`config.mk`:
```
export PLATFORM = sky130hd
export DESIGN_NAME = conv_pad_streamer
export DESIGN_NICKNAME = d
export VERILOG_FILES = /design/src/rtl/conv_pkg.sv /design/src/rtl/conv_pad_streamer_out_reg.sv /design/src/rtl/conv_pad_streamer.sv
export SDC_FILE = /design/constraint.sdc
export NUM_CORES = 1
export LEC_CHECK = 0
export BUFFER_PORTS_ARGS = -buffer_cell sky130_fd_sc_hd__buf_4
export CELL_PAD_IN_SITES_DETAIL_PLACEMENT = 1
export CELL_PAD_IN_SITES_GLOBAL_PLACEMENT = 2
export CORE_MARGIN = 5
export CORE_UTILIZATION = 35
export CTS_CLUSTER_DIAMETER = 50
export DETAILED_ROUTE_END_ITERATION = 7
export PLACE_DENSITY = 0.83
export SETUP_SLACK_MARGIN = 0.05
export SLEW_MARGIN = 40
export SYNTH_ARGS = -nofsm -noshare
export SYNTH_HDL_FRONTEND = slang
export SYNTH_HIERARCHICAL = 1
export SYNTH_SLANG_ARGS = --single-unit
```
`constraint.sdc`:
```
create_clock -name clk -period 1.8 [get_ports clk]
set_input_delay 0.27 -clock clk [delete_from_list [all_inputs] [get_ports clk]]
set_output_delay 0.27 -clock clk [all_outputs]
set_load 0.02 [all_outputs]
```
`src/rtl/conv_pkg.sv`:
```
// Shared constants and types for the padding front end of the 3x3 convolver.
package conv_pkg;

    localparam int IMAGE_WIDTH  = 512;
    localparam int PIXEL_DATAW  = 8;
    localparam int PADDED_WIDTH = IMAGE_WIDTH + 2;

    // Column counter spans 0..PADDED_WIDTH-1.
    localparam int COL_W = 10;

    // Column holding the last raw pixel of a row.
    localparam logic [COL_W-1:0] COL_BODY_END = COL_W'(IMAGE_WIDTH);
    // Column holding the right pad, i.e. the end of every padded row.
    localparam logic [COL_W-1:0] COL_ROW_END  = COL_W'(PADDED_WIDTH - 1);

    typedef enum logic [2:0] {
        IDLE   = 3'd0,
        TOP    = 3'd1,
        LEFT   = 3'd2,
        BODY   = 3'd3,
        RIGHT  = 3'd4,
        BOTTOM = 3'd5
    } pad_state_t;

    typedef logic [PIXEL_DATAW-1:0] pixel_t;

    // Next column index, wrapping after the right pad.
    function automatic logic [COL_W-1:0] col_next(input logic [COL_W-1:0] col);
        logic [COL_W-1:0] nxt;
        if (col == COL_ROW_END) begin
            nxt = {COL_W{1'b0}};
        end else begin
            nxt = col + COL_W'(1);
        end
        return nxt;
    endfunction

endpackage

```
`src/rtl/conv_pad_streamer_out_reg.sv`:
```
// One-entry valid/ready output register carrying a pixel and its frame-end flag.
module pix_out_reg #(
    parameter int DATAW = 8
) (
    input  logic             clk,
    input  logic             reset,
    input  logic             load,
    input  logic [DATAW-1:0] d_y,
    input  logic             d_last,
    input  logic             i_ready,
    output logic             advance,
    output logic             o_valid,
    output logic [DATAW-1:0] o_y,
    output logic             o_last
);

    // The register may take a new word when it is empty or being drained.
    assign advance = !o_valid || i_ready;

    // Refill on advance; hold data and flag stable while stalled.
    always_ff @(posedge clk or posedge reset) begin
        if (reset) begin
            o_valid <= 1'b0;
            o_y     <= {DATAW{1'b0}};
            o_last  <= 1'b0;
        end else if (advance) begin
            o_valid <= load;
            if (load) begin
                o_y    <= d_y;
                o_last <= d_last;
            end
        end
    end

endmodule

```
`src/rtl/conv_pad_streamer.sv`:
```
// Wraps a raw grayscale stream with a one-pixel zero border for the 3x3 convolver.
module conv_pad_streamer
    import conv_pkg::*;
(
    input  logic                   clk,
    input  logic                   reset,
    input  logic                   i_valid,
    input  logic [PIXEL_DATAW-1:0] i_x,
    input  logic                   i_last,
    output logic                   o_ready,
    input  logic                   i_ready,
    output logic                   o_valid,
    output logic [PIXEL_DATAW-1:0] o_y,
    output logic                   o_last
);

    pad_state_t       state_r;
    pad_state_t       state_nxt_s;
    logic [COL_W-1:0] col_r;
    logic [COL_W-1:0] col_nxt_s;
    logic             last_seen_r;
    logic             last_seen_nxt_s;
    logic             advance_s;
    logic             load_s;
    pixel_t           load_y_s;
    logic             load_last_s;
    logic             row_end_s;
    logic             body_end_s;

    assign row_end_s  = (col_r == COL_ROW_END);
    assign body_end_s = (col_r == COL_BODY_END);

    pix_out_reg #(
        .DATAW (PIXEL_DATAW)
    ) u_out (
        .clk     (clk),
        .reset   (reset),
        .load    (load_s),
        .d_y     (load_y_s),
        .d_last  (load_last_s),
        .i_ready (i_ready),
        .advance (advance_s),
        .o_valid (o_valid),
        .o_y     (o_y),
        .o_last  (o_last)
    );

    // State, column counter and frame-end flag; reset drops any partial frame.
    always_ff @(posedge clk or posedge reset) begin
        if (reset) begin
            state_r     <= IDLE;
            col_r       <= {COL_W{1'b0}};
            last_seen_r <= 1'b0;
        end else begin
            state_r     <= state_nxt_s;
            col_r       <= col_nxt_s;
            last_seen_r <= last_seen_nxt_s;
        end
    end

    // Decode next state, what the output register loads, and upstream ready.
    always_comb begin
        state_nxt_s     = state_r;
        last_seen_nxt_s = last_seen_r;
        load_s          = 1'b0;
        load_y_s        = {PIXEL_DATAW{1'b0}};
        load_last_s     = 1'b0;
        o_ready         = 1'b0;
        case (state_r)
            IDLE: begin
                // The waking pixel is left on the input; it is taken in BODY.
                if (i_valid) begin
                    state_nxt_s = TOP;
                end else begin
                    state_nxt_s = IDLE;
                end
            end
            TOP: begin
                load_s = advance_s;
                if (advance_s && row_end_s) begin
                    state_nxt_s = LEFT;
                end else begin
                    state_nxt_s = TOP;
                end
            end
            LEFT: begin
                load_s = advance_s;
                if (advance_s) begin
                    state_nxt_s = BODY;
                end else begin
                    state_nxt_s = LEFT;
                end
            end
            BODY: begin
                o_ready  = advance_s;
                load_s   = advance_s && i_valid;
                load_y_s = i_x;
                // Only the last raw pixel of a row may end the frame.
                if (load_s && body_end_s) begin
                    state_nxt_s     = RIGHT;
                    last_seen_nxt_s = i_last;
                end else begin
                    state_nxt_s     = BODY;
                    last_seen_nxt_s = last_seen_r;
                end
            end
            RIGHT: begin
                load_s = advance_s;
                if (advance_s) begin
                    if (last_seen_r) begin
                        state_nxt_s = BOTTOM;
                    end else begin
                        state_nxt_s = LEFT;
                    end
                end else begin
                    state_nxt_s = RIGHT;
                end
            end
            BOTTOM: begin
                load_s      = advance_s;
                load_last_s = row_end_s;
                if (advance_s && row_end_s) begin
                    state_nxt_s     = IDLE;
                    last_seen_nxt_s = 1'b0;
                end else begin
                    state_nxt_s     = BOTTOM;
                end
            end
            default: begin
                state_nxt_s     = IDLE;
                last_seen_nxt_s = 1'b0;
            end
        endcase
        if (load_s) begin
            col_nxt_s = col_next(col_r);
        end else begin
            col_nxt_s = col_r;
        end
    end

endmodule

```
# After elaboration in Yosys (flattened, before gate mapping)
# Cells that the tools add are included.
# totals
regBits,24
out_inout_bits,11
# classes
reduce_logical,10
mux,16
bitwise,1
n_addsub,1
eq_ne,9
# op_table
cell,count
$eq A10 B10 Y1 const B,2
$pmux W3 S6,1
$mux W3,4
$add A10 B1 Y10 const B,1
$mux W10,1
$mux W8,1
$reduce_or A4 Y1,2
$eq A3 B2 Y1 const B,2
$eq A3 B3 Y1 const B,2
$mux W1,6
$ne A2 B2 Y1 const B,2
$eq A3 B1 Y1 const B,1
$logic_and A1 B1 Y1,3
$logic_not A3 Y1,1
$pmux W1 S3,1
$reduce_and A3 Y1,1
$mux W2,1
$pmux W1 S2,1
$reduce_and A2 Y1,1
$logic_not A1 Y1,1
$logic_or A1 B1 Y1,1
$not A1 Y1,1

# Logic depth before layout (Yosys ltp)
# Gate-level depths: netlist of the first run.
# depth
word_depth,6
mapped_depth,6
mapped_depth_nobuf,6

# Cells and area by module
# The synthesis of the first run kept the hierarchy.
# modules_own_cells
module,seq_area_each_um2,area_per_inst_um2,cells_per_inst,instances
conv_pad_streamer,350.3,967.2,107,1
pix_out_reg,250.2,429.2,23,1

# Least setup slack after synthesis of the first run
# OpenSTA, ideal clock, no wires.
# synth_timing
kind,register to register
start,register u_out.o_valid
end,register u_out.o_last
t_arrival_ns,1.536
path_stages_with_launch,6
setup_time_ns,0.125
setup_slack_ns,0.139
n_path_buf,0
path_cell_list,dfrtp_1 > nand2b_4 > nand2b_1 > nor2_1 > nand2_8 > mux2_4
# synth_between
elab_chain_len,5
# synth_lines
item,line,text
"start, declared",conv_pad_streamer_out_reg.sv:12,"output logic o_valid,"
"start signal, assigned",conv_pad_streamer_out_reg.sv:27,o_valid <= load;
$logic_not A1 Y1 (*),conv_pad_streamer_out_reg.sv:18,assign advance = !o_valid || i_ready;
$logic_or A1 B1 Y1 (*),conv_pad_streamer_out_reg.sv:18,
named net advance_s,conv_pad_streamer.sv:23,logic advance_s;
$logic_and A1 B1 Y1,conv_pad_streamer.sv:96,load_s = advance_s && i_valid;
$pmux W1 S2 (*),conv_pad_streamer.sv:69,case (state_r)
named net load_s,conv_pad_streamer.sv:24,logic load_s;
$reduce_and A2 Y1 (no source line) (*),--,
"end signal, assigned",conv_pad_streamer_out_reg.sv:30,o_last <= d_last;
"end, declared",conv_pad_streamer_out_reg.sv:14,output logic o_last
# Mark *: on every way through the listed nets, which the timed path passes. The rest lies on a longest branch.
# A chain may end at the register's enable or synchronous reset.

# Final worst setup path of the first run
# layout_timing
start,register state_r[1]
end,output port o_ready
# layout_between
elab_chain_len,2
# layout_lines
item,line,text
"start, declared",conv_pad_streamer.sv:17,pad_state_t state_r;
"start signal, assigned",conv_pad_streamer.sv:55,state_r <= state_nxt_s;
$eq A3 B2 Y1,conv_pad_streamer.sv:69,
$mux W1,conv_pad_streamer.sv:69,
"end, declared",conv_pad_streamer.sv:10,"output logic o_ready,"
# No other way between the ends.

==> impl_metrics.env, run 1 <==
export IMPL_syn_num_nets=146
export IMPL_rsz0062_at_grt="yes"
export IMPL_vias=1101
export IMPL_met1_length_um=1650
export IMPL_power_density_mw_per_mm2=1540
export IMPL_synth_edf_count=0
export IMPL_place_congestion=0.840
export IMPL_io_buffers=23
export IMPL_final_setup_tns_ns=0
export IMPL_tritoncts="yes"
export IMPL_p_clk_share_pct=17.5
export IMPL_ff2ff_path_depth=6
export IMPL_avgSynthCellArea_um2=10.7
export IMPL_final_nets=180
export IMPL_drc=0
export IMPL_p_switching_mw=1.07
export IMPL_swShare_pct=38.9
export IMPL_period_needed_ns=1.67
export IMPL_place_inst=208
export IMPL_fillCellCount=445
export IMPL_p_total_mw=2.74
export IMPL_power_internal_mw=1.68
export IMPL_clk_latency_ns=0.27
export IMPL_layout_drive_gt1_share_pct=36.2
export IMPL_area_growth_pct=27.2
export IMPL_synthesis_area_mm2=0.00140
export IMPL_status="completed"
export IMPL_period_share_pct=92.8
export IMPL_required_ns=1.53
export IMPL_die_w_um=73.2
export IMPL_synth_async_reset_ratio_pct=100
export IMPL_dr_wl_met2_um=1700
export IMPL_ir_drop_v=0.000704
export IMPL_overflow=0
export IMPL_ant_nets=0
export IMPL_cts_sinks=24
export IMPL_crit_fanout=11
export IMPL_synthTopCellsByArea="dfrtp_1, mux2_4, and2_1, nand4_1, nand3_1"
export IMPL_min_path_cells=3
export IMPL_drv_cap=0
export IMPL_diodes=0
export IMPL_clk_pin_slew_ns=0.09
export IMPL_crit_arrival_ns=1.40
export IMPL_layout_common_cells="buf_4, dfrtp_1, and2_1, mux2_4, nand3_1"
export IMPL_clock_skew_ns=0.00429
export IMPL_comb_power_share_pct=49.4
export IMPL_yosysSeqAreaShare_pct=43.0
export IMPL_hold_violations=0
export IMPL_cts_path_max_buffers=2
export IMPL_detail_route_wirelength_um=3490
export IMPL_grt_usage_pct=14.1
export IMPL_core_mm2=0.00394
export IMPL_pwr_share_seq_pct=33.1
export IMPL_fmax_mhz=598
export IMPL_finalSetupViolCount=0
export IMPL_grt_pass1_wl_um=5930
export IMPL_die_height_um=73.2
export IMPL_worstSetupPathType="reg2out"
export IMPL_timing_rr_end="u_out/o_y[4]"
export IMPL_slew_headroom_pct=60.4
export IMPL_dp_slack_ns=0.151
export IMPL_slew_viol_final=0
export IMPL_finalInstanceArea_mm2=0.00178
export IMPL_grt_max_degree=15
export IMPL_whs_endpoint="last_seen_r"
export IMPL_synth_distinct_cells=41
export IMPL_hp_class="in2reg"
export IMPL_layout_commonest_cell="buf_4"
export IMPL_crit_path_end_kind="output port"
export IMPL_first_pass_iters=4
export IMPL_postPlaceCellArea_mm2=0.00168
export IMPL_rows=23
export IMPL_cts_inserted_buffers=3
export IMPL_wl_per_cell_um=16.4
export IMPL_worst_slack_ns=0.129
export IMPL_dp_hpwl_um=2720
export IMPL_cp_start_kind="register"
export IMPL_initial_utilization_pct=35.4
export IMPL_first_iter_violations=41
export IMPL_leakage_nw=0.829
export IMPL_min_from="i_last"
export IMPL_cts_root_buf="clkbuf_8"
export IMPL_dieArea_mm2=0.00535
export IMPL_yosysTopAreaCellShare_pct=43.0
export IMPL_htree_levels=1
export IMPL_top_layer_used="met4"
export IMPL_fin_cells=213
export IMPL_syn_inst=130
export IMPL_io_pins=24
export IMPL_synth_largest_area_cell="dfrtp_1"
export IMPL_antenna_found_initial=0
export IMPL_reg2reg_from="state_r[0]"
export IMPL_synth_seq_cells=24
export IMPL_synthFlopType="dfrtp_1"
export IMPL_timing_reg2reg_setup_slack_ns=0.16
export IMPL_grt_pass1_vias=1186
export IMPL_yosys_warnings=6
export IMPL_vias_per_cell=5.17
export IMPL_worst_pin_slew_ns=0.593
export IMPL_wl_met3_um=117
worst max-delay path, stage by stage, from the launching register on:
cell,delay (ns)
dfrtp_1,0.40
buf_4,0.19
nand2_1,0.07
nor2_2,0.17
and2_1,0.15
buf_4,0.14
Yosys cell counts (3+ instances only):
cell type  instances
nor2b_1            3
nand2b_1           5
xnor2_1            4
ha_1               3
nand2_1            4
dfrtp_1           24
nand3_1            8
o21ai_0            3
mux2_4            10
and2_1            10
nand4_1            7
inv_1              6
nor2_1             6
stage by stage:
| stage | util [%] | hold WS, ns |
|---|---|---|
| 3_5_place_dp | 42.7 | 0.287 |
| 3_3_place_gp | 42.7 | 0.274 |
| 6_report | 45.0 | 0.273 |
| 5_1_grt | 45.0 | 0.274 |
| 2_1_floorplan | - | 0.110 |
| 4_1_cts | 44.8 | 0.272 |
power by group through the flow:
stage / Sequential (mW) / Combinational [mW] / Clock [mW]
after floorplan: 0.958 / 0.790 / 0
after global placement: 0.890 / 1.30 / 0
after detailed placement: 0.905 / 1.35 / 0
after CTS: 0.893 / 1.36 / 0.493
after global routing: 0.936 / 1.48 / 0.515
final: 0.908 / 1.36 / 0.479
area by class of cell:
class                           count  area (µm²)  area share, %
Tap cell                           50        62.6           3.52
Sequential cell                    24         602           33.9
Clock inverter                      1        30.0           1.69
Clock buffer                        3        41.3           2.33
Timing Repair Buffer               33         250           14.1
Multi-Input combinational cell     96         767           43.2
Inverter                            6        22.5           1.27
repair_timing:
| action | CTS | global route |
|---|---|---|
| hold buffers | 1 | 0 |
| setup endpoints to repair | 1 | 2 |
| endpoints found under the hold margin | 10 | 0 |
| setup buffers | 0 | 0 |
| pin swaps | 0 | 0 |
| resized for setup | 1 | 2 |
how the worst max path moves through the flow:
| stage | start | to | slack, ns |
|---|---|---|---|
| 2_1_floorplan | u_out/o_valid | u_out/o_last | 0.14 |
| 3_3_place_gp | col_r[3] | col_r[4] | 0.17 |
| 3_5_place_dp | col_r[3] | col_r[8] | 0.15 |
| 4_1_cts | state_r[0] | o_ready | 0.10 |
| 5_1_grt | state_r[1] | o_ready | 0.05 |
| 6_report | state_r[1] | o_ready | 0.13 |
flip-flops by register name (all words and copies together), names as in the netlist:
name	flops
col_r	10
state_r	3
u_out/o_valid	1
u_out/o_last	1
last_seen_r	1
u_out/o_y	8
kinds of logic after synthesis:
logic type / synth area share, %
compound gates: 8.15
buf+inv: 2.87
mux: 12.4
xor+xnor: 2.51
simple gates: 28.4
fa+ha+maj: 2.69
flops: 43.0
metal layers:
metal / up-vias / GRT usage (%)
met4: 0 / 3.69
met3: 4 / 2.34
met1: 546 / 18.1
met5: - / 0
met2: 19 / 24.3
li1: 532 / -
No activity file was read; power rests on OpenSTA's default activity.
==> run 2: changes to the inputs <==
--- a/config.mk
+++ b/config.mk
@@ -5,13 +5,15 @@
 export SDC_FILE = /design/constraint.sdc
 export NUM_CORES = 1
 export LEC_CHECK = 0
+export ABC_AREA = 1
 export BUFFER_PORTS_ARGS = -buffer_cell sky130_fd_sc_hd__buf_4
 export CELL_PAD_IN_SITES_DETAIL_PLACEMENT = 1
 export CELL_PAD_IN_SITES_GLOBAL_PLACEMENT = 2
 export CORE_MARGIN = 5
-export CORE_UTILIZATION = 35
+export CORE_UTILIZATION = 31
 export CTS_CLUSTER_DIAMETER = 50
 export DETAILED_ROUTE_END_ITERATION = 7
+export GPL_ROUTABILITY_DRIVEN = 0
 export PLACE_DENSITY = 0.83
 export SETUP_SLACK_MARGIN = 0.05
 export SLEW_MARGIN = 40
==> run 2 against run 1 <==
Combinational power shrank 65%; global-route usage fell by 1.0 points; power fell by 38%.
==> impl_metrics.env, run 2 <==
export IMPL_wl_per_cell_um=12.8
export IMPL_rsz0062_at_grt="no"
export IMPL_crit_arrival_ns=1.37
export IMPL_finalInstanceArea_mm2=0.00181
export IMPL_grt_pass1_vias=1384
export IMPL_finalSetupViolCount=0
export IMPL_timing_rr_end="col_r[3]"
export IMPL_crit_path_end_kind="output port"
export IMPL_clk_latency_ns=0.27
export IMPL_drv_cap=0
export IMPL_fin_cells=302
export IMPL_reg_largest_list="col_r: 10 flops, u_out/o_y: 8 flops, state_r: 3 flops"
export IMPL_hp_class="in2reg"
export IMPL_syn_inst=209
export IMPL_crit_start="u_out/o_valid"
export IMPL_slew_viol_final=0
export IMPL_grt_pass1_wl_um=6490
export IMPL_synth_edf_count=0
export IMPL_synthTopCellsByArea="dfrtp_1, nand2_1, inv_1, nand3_1, nand3_2"
export IMPL_p_total_mw=1.69
export IMPL_avgSynthCellArea_um2=7.18
export IMPL_min_from="i_x[3]"
export IMPL_slew_headroom_pct=57.6
export IMPL_synth_largest_area_cell="dfrtp_1"
export IMPL_synth_common_cells="nand2_1, inv_1, dfrtp_1"
export IMPL_area_growth_pct=20.6
export IMPL_largest_register="col_r"
export IMPL_yosysSeqAreaShare_pct=40.0
export IMPL_synthFlopType="dfrtp_1"
export IMPL_die_height_um=79.6
export IMPL_diodes=0
export IMPL_cp_endpoint="o_ready"
export IMPL_layout_commonest_cell="nand2_1"
export IMPL_synthMostInstantiatedCell="nand2_1"
export IMPL_fin_hold_ws_ns=0.318
export IMPL_htree_levels=1
export IMPL_required_ns=1.53
export IMPL_synth_distinct_cells=26
export IMPL_vias_per_cell=4.54
export IMPL_final_util_pct=38.3
export IMPL_rows=25
export IMPL_overflow=0
export IMPL_io_buffers=23
export IMPL_layout_drive_gt1_share_pct=19.1
export IMPL_status="completed"
export IMPL_comb_power_share_pct=28.4
export IMPL_grt_max_degree=16
export IMPL_die_w_um=79.6
export IMPL_reg2reg_from="state_r[1]"
export IMPL_crit_fanout=13
export IMPL_drc=0
export IMPL_dp_slack_ns=0.250
export IMPL_ff2ff_path_depth=8
export IMPL_syn_num_nets=225
export IMPL_period_share_pct=90.9
export IMPL_yosys_warnings=6
export IMPL_vias=1371
export IMPL_hold_violations=0
export IMPL_initial_utilization_pct=31.8
export IMPL_dieArea_mm2=0.00633
export IMPL_final_setup_tns_ns=0
export IMPL_place_inst=297
export IMPL_cts_sinks=24
export IMPL_cts_inserted_buffers=3
export IMPL_synth_seq_cells=24
export IMPL_yosysTopAreaCellShare_pct=40.0
export IMPL_detail_route_wirelength_um=3870
export IMPL_fmax_mhz=611
export IMPL_power_internal_mw=1.12
export IMPL_cts_root_buf="clkbuf_8"
export IMPL_cp_start_kind="register"
export IMPL_cts_path_max_buffers=2
export IMPL_period_needed_ns=1.64
export IMPL_p_switching_mw=0.579
export IMPL_ant_nets=0
export IMPL_tritoncts="yes"
export IMPL_timing_reg2reg_setup_slack_ns=0.22
export IMPL_power_density_mw_per_mm2=936
export IMPL_worstSetupPathType="reg2out"
export IMPL_postPlaceCellArea_mm2=0.00173
export IMPL_layout_common_cells="nand2_1, inv_1, buf_4"
export IMPL_grt_usage_pct=13.1
export IMPL_clk_pin_slew_ns=0.10
export IMPL_clock_skew_ns=0.00247
export IMPL_leakage_nw=1.02
export IMPL_first_pass_iters=4
export IMPL_io_pins=24
export IMPL_antenna_found_initial=0
export IMPL_final_nets=252
export IMPL_pwr_share_seq_pct=42.6
export IMPL_largest_reg_flops=10
export IMPL_dp_hpwl_um=2970
export IMPL_swShare_pct=34.2
export IMPL_synthesis_area_mm2=0.00150
export IMPL_ir_drop_v=0.000341
export IMPL_worst_pin_slew_ns=0.636
export IMPL_p_clk_share_pct=29.0
export IMPL_first_iter_violations=52
export IMPL_synth_async_reset_ratio_pct=100
export IMPL_core_mm2=0.00472
export IMPL_worst_slack_ns=0.163
-- run 2: cell type report --
class | count | area [µm²]
repair buffers | 27 | 205
fillers | 596 | 2910
multi-input cells | 145 | 716
clock buffers | 3 | 41.3
well taps | 67 | 83.8
flip-flops and latches | 24 | 601
inverters | 35 | 133
clock inverters | 1 | 30.0
-- run 2: power by group through the flow --
stage	combinational [mW]	sequential (mW)	clock, mW
2_1_floorplan	0.292	0.761	0
3_3_place_gp	0.479	0.732	0
3_5_place_dp	0.488	0.736	0
4_1_cts	0.495	0.725	0.508
5_1_grt	0.550	0.741	0.529
6_report	0.481	0.722	0.491
-- run 2: worst min path at each step --
stage                     slack (ns)           end  depth (start not counted)
after floorplan                 0.11  u_out/o_last                          1
after global placement          0.29  u_out/o_y[7]                          2
after detailed placement        0.30  u_out/o_y[7]                          2
after CTS                       0.31  u_out/o_y[3]                          5
after global routing            0.33  u_out/o_y[6]                          5
final                           0.32  u_out/o_y[3]                          5
-- run 2: worst max-delay path, stage by stage, from the launching register on --
cell	delay, ns
dfrtp_1	0.42
nand2_4	0.12
buf_4	0.24
inv_1	0.08
nor2_1	0.10
buf_4	0.14
-- run 2: logic make-up after synthesis --
kind of cell             share of synthesized area (%)
AND/OR/NAND/NOR                                   41.5
buffers and inverters                             12.3
flip-flops                                        40.0
AO/OA/AOI/OAI                                     3.17
adder cells (fa/ha/maj)                           2.50
XOR/XNOR                                         0.584
-- run 2: routing by layer --
metal  global-route usage [%]  wire length [µm]  part of all wire (%)
met5                        0                 0                     0
met4                     3.09                20                  0.52
met3                     2.03               120                   3.1
met2                     23.5              1950                    50
met1                     16.3              1770                    46
-- run 2: timing repair --
action                     in CTS  in global routing
hold buffers                    1                  0
buffers inserted                0                  0
resized for setup               0                  0
hold endpoints to repair        9                  0
setup endpoints to repair       0                  0
==> run 3: changes to the inputs <==
--- a/config.mk
+++ b/config.mk
@@ -7,17 +7,18 @@
 export LEC_CHECK = 0
 export ABC_AREA = 1
 export BUFFER_PORTS_ARGS = -buffer_cell sky130_fd_sc_hd__buf_4
+export CAP_MARGIN = 15
 export CELL_PAD_IN_SITES_DETAIL_PLACEMENT = 1
 export CELL_PAD_IN_SITES_GLOBAL_PLACEMENT = 2
 export CORE_MARGIN = 5
-export CORE_UTILIZATION = 31
+export CORE_UTILIZATION = 32
 export CTS_CLUSTER_DIAMETER = 50
 export DETAILED_ROUTE_END_ITERATION = 7
 export GPL_ROUTABILITY_DRIVEN = 0
-export PLACE_DENSITY = 0.83
+export MAX_ROUTING_LAYER = met4
+export PLACE_DENSITY = 0.82
 export SETUP_SLACK_MARGIN = 0.05
 export SLEW_MARGIN = 40
 export SYNTH_ARGS = -nofsm -noshare
 export SYNTH_HDL_FRONTEND = slang
-export SYNTH_HIERARCHICAL = 1
 export SYNTH_SLANG_ARGS = --single-unit
==> run 3 against run 2 <==
Die area is 3.6% lower; power is 46% higher; critical path depth is 3 higher; core utilization is 1.6 points higher; sequential cell count stayed put; register-to-register slack better by 0.02 ns; clock power is 35% lower; largest power group is now combinational cells; highest routed layer unchanged.
==> impl_metrics.env, run 3 <==
export IMPL_status="completed"
export IMPL_period_share_pct=86.8
export IMPL_use_met3_pct=2.75
export IMPL_synthMostInstantiatedCell="nand2_1"
export IMPL_met2_usage_pct=24.8
export IMPL_period_needed_ns=1.56
export IMPL_global_route_usage_met1_pct=15.4
export IMPL_worstSetupPathType="reg2reg"
export IMPL_hp_class="in2async"
export IMPL_cts_inserted_buffers=3
export IMPL_worst_pin_slew_ns=0.337
export IMPL_tritoncts="yes"
export IMPL_grt_usage_pct=13.5
export IMPL_grt_pass1_wl_um=6640
export IMPL_cts_path_max_buffers=2
export IMPL_grt_max_degree=27
export IMPL_first_pass_iters=4
export IMPL_yosysSeqAreaShare_pct=40.4
export IMPL_synthesis_area_mm2=0.00149
export IMPL_syn_num_nets=200
export IMPL_io_pins=24
export IMPL_slew_viol_final=0
export IMPL_rows=24
export IMPL_detail_route_wirelength_um=3690
export IMPL_hold_violations=0
export IMPL_crit_path_end_kind="register"
export IMPL_cts_root_buf="clkbuf_8"
export IMPL_yosysTopAreaCellShare_pct=40.4
export IMPL_layout_commonest_cell="nand2_1"
export IMPL_grt_pass1_vias=1412
export IMPL_crit_fanout=26
export IMPL_largest_reg_flops=10
export IMPL_vias=1309
export IMPL_htree_levels=1
export IMPL_diodes=0
export IMPL_postCtsHoldBufs=0
export IMPL_reg_largest_list="col_r: 10 flops, u_out.o_y: 8 flops, state_r: 3 flops"
export IMPL_ant_nets=0
export IMPL_power_density_mw_per_mm2=1400
export IMPL_synth_edf_count=0
export IMPL_cp_start_kind="register"
export IMPL_io_buffers=23
export IMPL_post_cts_resized=0
export IMPL_leakage_nw=0.952
export IMPL_largest_register="col_r"
export IMPL_synth_distinct_cells=28
export IMPL_drc=0
export IMPL_drv_cap=0
export IMPL_cts_setup_buffers=0
export IMPL_synth_seq_cells=24
export IMPL_finalSetupViolCount=0
export IMPL_initial_utilization_pct=33.6
export IMPL_die_height_um=78.1
export IMPL_clock_skew_ns=0.00186
export IMPL_synth_async_reset_ratio_pct=100
export IMPL_clk_latency_ns=0.26
export IMPL_required_ns=1.94
export IMPL_core_mm2=0.00441
export IMPL_antenna_found_initial=0
export IMPL_avgSynthCellArea_um2=8.07
export IMPL_layout_drive_gt1_share_pct=28.0
export IMPL_dp_hpwl_um=3000
export IMPL_cts_sinks=24
export IMPL_fmax_mhz=640
export IMPL_wl_per_cell_um=14.0
export IMPL_area_growth_pct=18.5
export IMPL_layout_common_cells="nand2_1, buf_4, dfrtp_1"
export IMPL_syn_inst=184
export IMPL_yosys_warnings=0
export IMPL_rsz0062_at_grt="no"
export IMPL_final_setup_tns_ns=0
export IMPL_die_w_um=78.1
export IMPL_synth_common_cells="nand2_1, dfrtp_1, nand3_1"
export IMPL_first_iter_violations=36
export IMPL_ir_drop_v=0.000462
export IMPL_dieArea_mm2=0.00610
export IMPL_busiest_layer="met2"
export IMPL_synthFlopType="dfrtp_1"
export IMPL_synthTopCellsByArea="dfrtp_1, nand2_1, nand2_4, nand3_1, inv_1"
export IMPL_crit_arrival_ns=1.71
export IMPL_clk_pin_slew_ns=0.08
export IMPL_synth_largest_area_cell="dfrtp_1"
export IMPL_overflow=0
export IMPL_vias_per_cell=4.98
export IMPL_slew_headroom_pct=77.5
export IMPL_final_nets=229
export IMPL_final_util_pct=39.9
==> run 3: cell families after synthesis <==
logic type,Yosys count,synth area share (%)
AOI/OAI and AO/OA,16,6.07
xor gates and xnor gates,4,2.36
adders and majority gates,3,2.53
buffers and inverters,29,9.01
DFF,24,40.4
and+or+nand+nor,108,39.6
==> run 3: layout make-up <==
cell class	instances	area (µm²)
clock buffers	3	41.3
multi-input cells	131	751
repair buffers	27	203
inverters	26	100
well taps	52	65.1
flip-flops and latches	24	601
fillers	551	2650
==> run 3: worst paths after layout <==
path	start	end	slack, ns	cells past startpoint
max	state_r[2]	col_r[3]	0.24	8
min in group clk	i_x[3]	u_out.o_y[3]	0.24	3
min reg2reg	u_out.o_y[5]	u_out.o_y[5]	0.52	2
max in group asynchronous	reset	state_r[0]	1.49	3
min	reset	col_r[8]	0.05	3
max reg2reg	state_r[2]	col_r[3]	0.24	8
==> run 3: where the power goes <==
part / leakage, nW / total [mW] / switching (mW) / internal (mW)
registers: 0.320 / 0.892 / 0.199 / 0.693
logic: 0.611 / 1.26 / 0.823 / 0.433
clock network: 0.0216 / 0.320 / 0.170 / 0.150
==> run 3: worst max-delay path: stages (launching register included) <==
cell,delay (ns)
dfrtp_1,0.43
inv_2,0.11
nand3_2,0.13
inv_4,0.15
nand2_1,0.10
nand2_4,0.12
nand2_8,0.17
nand2_1,0.12
o21ai_0,0.09
==> run 3: per-stage QoR <==
| stage | setup WS (ns) | hold WS [ns] | total power, mW | instances | cell area, µm² |
|---|---|---|---|---|---|
| 3_5_place_dp | 0.164 | 0.358 | 2.18 | 260 | 1720 |
| 4_1_cts | 0.151 | 0.0586 | 2.52 | 263 | 1760 |
| 5_1_grt | 0.0772 | 0.0617 | 2.72 | 263 | 1760 |
| 6_report | 0.238 | 0.0469 | 2.47 | 263 | 1760 |
| 3_3_place_gp | 0.251 | 0.337 | 2.14 | 260 | 1720 |
| 2_1_floorplan | 0.497 | 0.285 | 1.91 | 184 | 1490 |
==> run 3: per-layer routing <==
layer	vias to the layer above	share of wire, %
li1	640	-
met3	2	2.2
met5	-	0
met1	655	42
met2	12	55
met4	0	0.49
